==> config.mk <==
export PLATFORM = sky130hd
export DESIGN_NAME = event_blinker_flat
export DESIGN_NICKNAME = d
export VERILOG_FILES = /design/src/rtl/event_blinker_if.sv /design/src/rtl/event_blinker.sv /design/src/flat_wrapper.sv
export SDC_FILE = /design/constraint.sdc
export NUM_CORES = 1
export LEC_CHECK = 0
export ABC_AREA = 1
export BUFFER_PORTS_ARGS = -buffer_cell sky130_fd_sc_hd__buf_2
export CORE_MARGIN = 2
export CORE_UTILIZATION = 50
export DETAILED_ROUTE_END_ITERATION = 8
export PLACE_DENSITY = 0.73
export SLEW_MARGIN = 20
export SYNTH_ARGS = -nofsm -noshare
export SYNTH_HDL_FRONTEND = slang
export SYNTH_SLANG_ARGS = --single-unit
==> constraint.sdc <==
create_clock -name CLK -period 4.1 [get_ports CLK]
set_input_delay 0.82 -clock CLK [delete_from_list [all_inputs] [get_ports CLK]]
set_output_delay 0.82 -clock CLK [all_outputs]
set_load 0.02 [all_outputs]
==> src/rtl/event_blinker_if.sv <==
// event_blinker_if: event-in / blink-out bundle for event_blinker.
//  Event    event strobe toward the blinker (one event per sampled-high cycle)
//  Led      registered blink output
//  Busy     blinker is in ON or OFF phase
//  Pending  queued events not yet started
//  Overflow sticky queue-full drop flag
// slave  = blinker side, master = event source / LED observer side.
interface event_blinker_if #(
  parameter int DEPTH_W = 4
);
  logic               Event;
  logic               Led;
  logic               Busy;
  logic [DEPTH_W-1:0] Pending;
  logic               Overflow;

  modport slave  (input  Event, output Led, Busy, Pending, Overflow);
  modport master (output Event, input  Led, Busy, Pending, Overflow);
endinterface

==> src/rtl/event_blinker.sv <==
// event_blinker: turns single-cycle event strobes into visible LED blinks.
// Each accepted event gives ON_CYCLES of Led high then OFF_CYCLES of Led low.
// Events arriving mid-blink queue in a saturating pending counter; a dropped
// event sets the sticky Overflow flag.
//  CLK    in  system clock (posedge)
//  RST_N  in  asynchronous active-low reset
//  bus    slave modport: Event in; Led, Busy, Pending, Overflow out
module event_blinker #(
  parameter int ON_CYCLES  = 25000000,
  parameter int OFF_CYCLES = 25000000,
  parameter int CNT_W      = 25,
  parameter int DEPTH_W    = 4
) (
  input  logic          CLK,
  input  logic          RST_N,
  event_blinker_if.slave bus
);

  typedef enum logic [1:0] {S_IDLE, S_ON, S_OFF} state_t;

  localparam logic [CNT_W-1:0]   ON_LAST  = CNT_W'(ON_CYCLES - 1);
  localparam logic [CNT_W-1:0]   OFF_LAST = CNT_W'(OFF_CYCLES - 1);
  localparam logic [DEPTH_W-1:0] PEND_MAX = '1;

  state_t             r_state, w_state_nx;
  logic [CNT_W-1:0]   r_cnt,   w_cnt_nx;
  logic               r_led,   w_led_nx;
  logic [DEPTH_W-1:0] r_pend,  w_pend_nx;
  logic               r_ovf,   w_ovf_nx;
  logic               w_dec;

  always_ff @(posedge CLK or negedge RST_N) begin
    if (!RST_N) begin
      r_state <= S_IDLE;
      r_cnt   <= '0;
      r_led   <= 1'b0;
      r_pend  <= '0;
      r_ovf   <= 1'b0;
    end else begin
      r_state <= w_state_nx;
      r_cnt   <= w_cnt_nx;
      r_led   <= w_led_nx;
      r_pend  <= w_pend_nx;
      r_ovf   <= w_ovf_nx;
    end
  end

  always_comb begin
    w_state_nx = r_state;
    w_cnt_nx   = r_cnt + CNT_W'(1);
    w_led_nx   = r_led;
    w_pend_nx  = r_pend;
    w_ovf_nx   = r_ovf;
    w_dec      = 1'b0;

    case (r_state)
      S_IDLE: begin
        w_cnt_nx = '0;
        if (bus.Event) begin
          w_state_nx = S_ON;
          w_led_nx   = 1'b1;
        end
      end
      S_ON: begin
        if (r_cnt == ON_LAST) begin
          w_state_nx = S_OFF;
          w_cnt_nx   = '0;
          w_led_nx   = 1'b0;
        end
      end
      S_OFF: begin
        if (r_cnt == OFF_LAST) begin
          w_cnt_nx = '0;
          // A strobe on this very edge may start the next blink directly,
          // so no IDLE cycle is inserted between back-to-back blinks.
          if (r_pend != '0 || bus.Event) begin
            w_state_nx = S_ON;
            w_led_nx   = 1'b1;
            w_dec      = 1'b1;
          end else begin
            w_state_nx = S_IDLE;
          end
        end
      end
      default: begin
        w_state_nx = S_IDLE;
        w_cnt_nx   = '0;
        w_led_nx   = 1'b0;
      end
    endcase

    // Queue only counts while a blink is in progress; in IDLE the event is
    // consumed by the IDLE->ON start. Simultaneous inc+dec cancel out, which
    // also covers the "start the event that just arrived" case at Pending==0.
    if (r_state != S_IDLE) begin
      if (bus.Event && !w_dec) begin
        if (r_pend == PEND_MAX) w_ovf_nx  = 1'b1;
        else                    w_pend_nx = r_pend + DEPTH_W'(1);
      end else if (!bus.Event && w_dec) begin
        w_pend_nx = r_pend - DEPTH_W'(1);
      end
    end
  end

  assign bus.Led      = r_led;
  assign bus.Busy     = (r_state != S_IDLE);
  assign bus.Pending  = r_pend;
  assign bus.Overflow = r_ovf;

endmodule

==> src/flat_wrapper.sv <==
// flat-port wrapper written by rule: the top's interface ports become plain ports
module event_blinker_flat 
#(
  parameter int ON_CYCLES  = 25000000,
  parameter int OFF_CYCLES = 25000000,
  parameter int CNT_W      = 25,
  parameter int DEPTH_W    = 4
)
  (CLK, RST_N, bus_Event, bus_Led, bus_Busy, bus_Pending, bus_Overflow);
  event_blinker_if #(.DEPTH_W(DEPTH_W)) bus_i ();
  input  logic CLK;
  input  logic RST_N;
  input wire logic [$bits(bus_i.Event)-1:0] bus_Event;
  output wire logic [$bits(bus_i.Led)-1:0] bus_Led;
  output wire logic [$bits(bus_i.Busy)-1:0] bus_Busy;
  output wire logic [$bits(bus_i.Pending)-1:0] bus_Pending;
  output wire logic [$bits(bus_i.Overflow)-1:0] bus_Overflow;
  assign bus_i.Event = bus_Event;
  assign bus_Led = bus_i.Led;
  assign bus_Busy = bus_i.Busy;
  assign bus_Pending = bus_i.Pending;
  assign bus_Overflow = bus_i.Overflow;
  event_blinker #(.ON_CYCLES(ON_CYCLES), .OFF_CYCLES(OFF_CYCLES), .CNT_W(CNT_W), .DEPTH_W(DEPTH_W)) u_core (.CLK(CLK), .RST_N(RST_N), .bus(bus_i));
endmodule
==> flow_summary.toml <==
[status]
run_status = "finished clean"

[timing]
fin_crit_sh_pct = 54.66
period_needed_ps = 2241
hold_ws_ps = 462.3
slew_viol_final = 0
setup_viol = 0
timing.fmax_mhz = 446.2
grt_setup_unrepaired = "no"
setup-tns-final_ps = 0
timing.slew.headroom_pct = 51.68
hold_viol = 0
worst-slew-pin-transition_ps = 724.8
fin_skew_ps = 7.606

[logic_synthesis]
synth-xor-area-share_pct = 3.906
synth_top_area_share_pct = 40.92
ys_warn_count = 0
synthCells = 254
synth_top_family_by_area = "simple AND/OR/NAND/NOR gates"
synth-main-ff-cell = "dfrtp_1"
synth_fp_nets = 266
synth_cell_type_count = 29
syn-cell-area_um2 = 2018
yosys.area.top_type = "dfrtp_1"
syn_area_per_cell_um2 = 7.946
synthMuxAreaShare_pct = 0
synth-simple-area-share_pct = 33.11
async_reset_ff_share_pct = 100.0
ys_seq_area_share_pct = 40.92
synth.top_cells.by_area = "dfrtp_1 41%, nand2_1 8.2%, inv_1 6.1%"
synth_adder_area_share_pct = 5.952
synth_seq_cells = 33
synth_compound_area_share_pct = 8.493
synth_edf_count = 0

[final_layout]
diodes = 0
layout-drive-gt1-share_pct = 17.10
fin_nets = 281
layout_commonest_cell = "nand2_1"
regArea_um2 = 825.8
syn_to_final_growth_pct = 9.051
multi_input_area_um2 = 1039
fillCellCount = 378
final_cell_mix = "44 x nand2_1, 33 x inv_1, 33 x nor2_1, 33 x dfrtp_1"

[drt]
vias_per_cell = 5.107
drc = 0
dr.first_iter.drc_count = 84
vias = 1629
avgRoutedWirePerCell_um = 12.13
ant_nets = 0
drt-total-wl_um = 3871
dr.pass1.iters = 4

[clock_tree]
h-tree-depth = 2
cts_tree = "built"
clkTransAtPathRegs_ps = 60
cts_resized = 0
root_buffer = "clkbuf_8"
holdBufCountCts = 0
clock_latency_ps = 280
clockBufferDepth = 2
cts_made_buffers = 5
cts_setup_buffers = 0
clkSinkCount = 33

[floorplan]
die_h_um = 67.53
core_um2 = 3943
die-area_um2 = 4560
pin_count = 10
initial_core_util_pct = 51.19
rows = 23
fp.dieW_um = 67.53

[run]
timing.max_cap.violations = 0

[worst_hold_path]
min_from = "u_core.r_cnt[0]"
whs_endpoint = "u_core.r_cnt[0]"
hold_depth = 1
hold_class = "flip-flop to flip-flop"

[grt]
grt_max_degree = 34
antenna_found_initial = 0
grt_use_total_pct = 20.55
gr-total-overflow = 0
grt_pass1_wl_um = 6975
grt_pass1_vias = 1621

[power_and_ir_drop]
power.density_nw_per_um2 = 357.9
p_leak_nw = 1.044
ir_worst_vdd_v = 0.0002757

[critical_path]
path_class = "flip-flop to flip-flop"
critPathRequiredTime_ps = 4280
crit_path_max_fanout = 5
r2r_slack_ps = 1860
r2r_start = "u_core.r_cnt[0]"
cp-end-kind = "flip-flop"
r2r-end = "u_core.bus.Pending[3]"
critPathArrivalTime_ps = 2420
reg2reg_depth = 16
cp-startpoint = "u_core.r_cnt[0]"
critPathLaunchType = "flip-flop"

[placement]
globalplace.congestion = 0.8525
hpwl_um = 2874
portBuffers = 9
how the worst max path moves through the flow:
stage | to | slack [ps] | depth (start not counted)
after floorplan | u_core.bus.Pending[3] | 1920 | 15
after global placement | u_core.bus.Pending[3] | 1710 | 16
after detailed placement | u_core.bus.Pending[3] | 1610 | 16
after CTS | u_core.bus.Pending[3] | 1830 | 16
after global routing | u_core.bus.Pending[3] | 1590 | 16
final | u_core.bus.Pending[3] | 1860 | 16
sequential cells by signal, summed over array words and instances (netlist names):
register             flops
u_core.bus.Led           1
u_core.bus.Overflow      1
u_core.bus.Pending       4
u_core.r_cnt            25
u_core.r_state           2
routing by layer:
metal	global-route usage (%)	wire length, um
met5	0	0
met4	7.908	54
met3	4.667	114
met2	33.82	1805
met1	26.20	1897
worst max-delay path, cell delays in order (launching register included):
cell	delay, ps
dfrtp_1	370
ha_1	190
nand2_2	80
nor2_4	150
nand2_1	80
nor2_2	170
nand3_2	120
nand2_2	130
ha_1	280
nand2_1	80
nand2_1	40
a31oi_1	180
inv_1	60
nand2_1	60
nand2_1	40
nand2_1	50
nand2_1	40
metrics by stage:
stage          worst slack [ps]  instance area, um^2  total power [mW]  util (%)  cells
3_3_place_gp               1714                 2115            0.5414     53.63    312
6_report                   1859                 2201            0.7877     55.82    319
3_5_place_dp               1611                 2115            0.5466     53.63    312
5_1_grt                    1586                 2201            0.8454     55.82    319
4_1_cts                    1826                 2201            0.7984     55.82    319
2_1_floorplan              1918                 2018            0.4956         -    254
where the power goes:
part | internal [mW] | switching [mW]
clock | 0.133 | 0.115
combinational | 0.0620 | 0.0969
sequential | 0.346 | 0.0353
cell usage after synthesis, drive strengths merged, types with 4 or more instances:
library cell and n:
xor2 6, o21a 4, nor2 41, nand2 55
nand4 9, a21oi 13, o21ai 8, nand3 15
ha 8, dfrtp 33, nor3 14, inv 38
layout make-up:
type	count	share of cell area (%)
Sequential cell	33	37.52
Multi-Input combinational cell	182	47.19
Timing Repair Buffer	9	2.047
Inverter	38	6.481
Clock buffer	7	3.923
Tap cell	50	2.843
logic make-up after synthesis:
kind of cell,Yosys count
buffers and inverters,39
AO/OA/AOI/OAI,29
adder cells (fa/ha/maj),9
flip-flops,33
XOR/XNOR,9
AND/OR/NAND/NOR,135
Power figures use the tool's default switching activity.
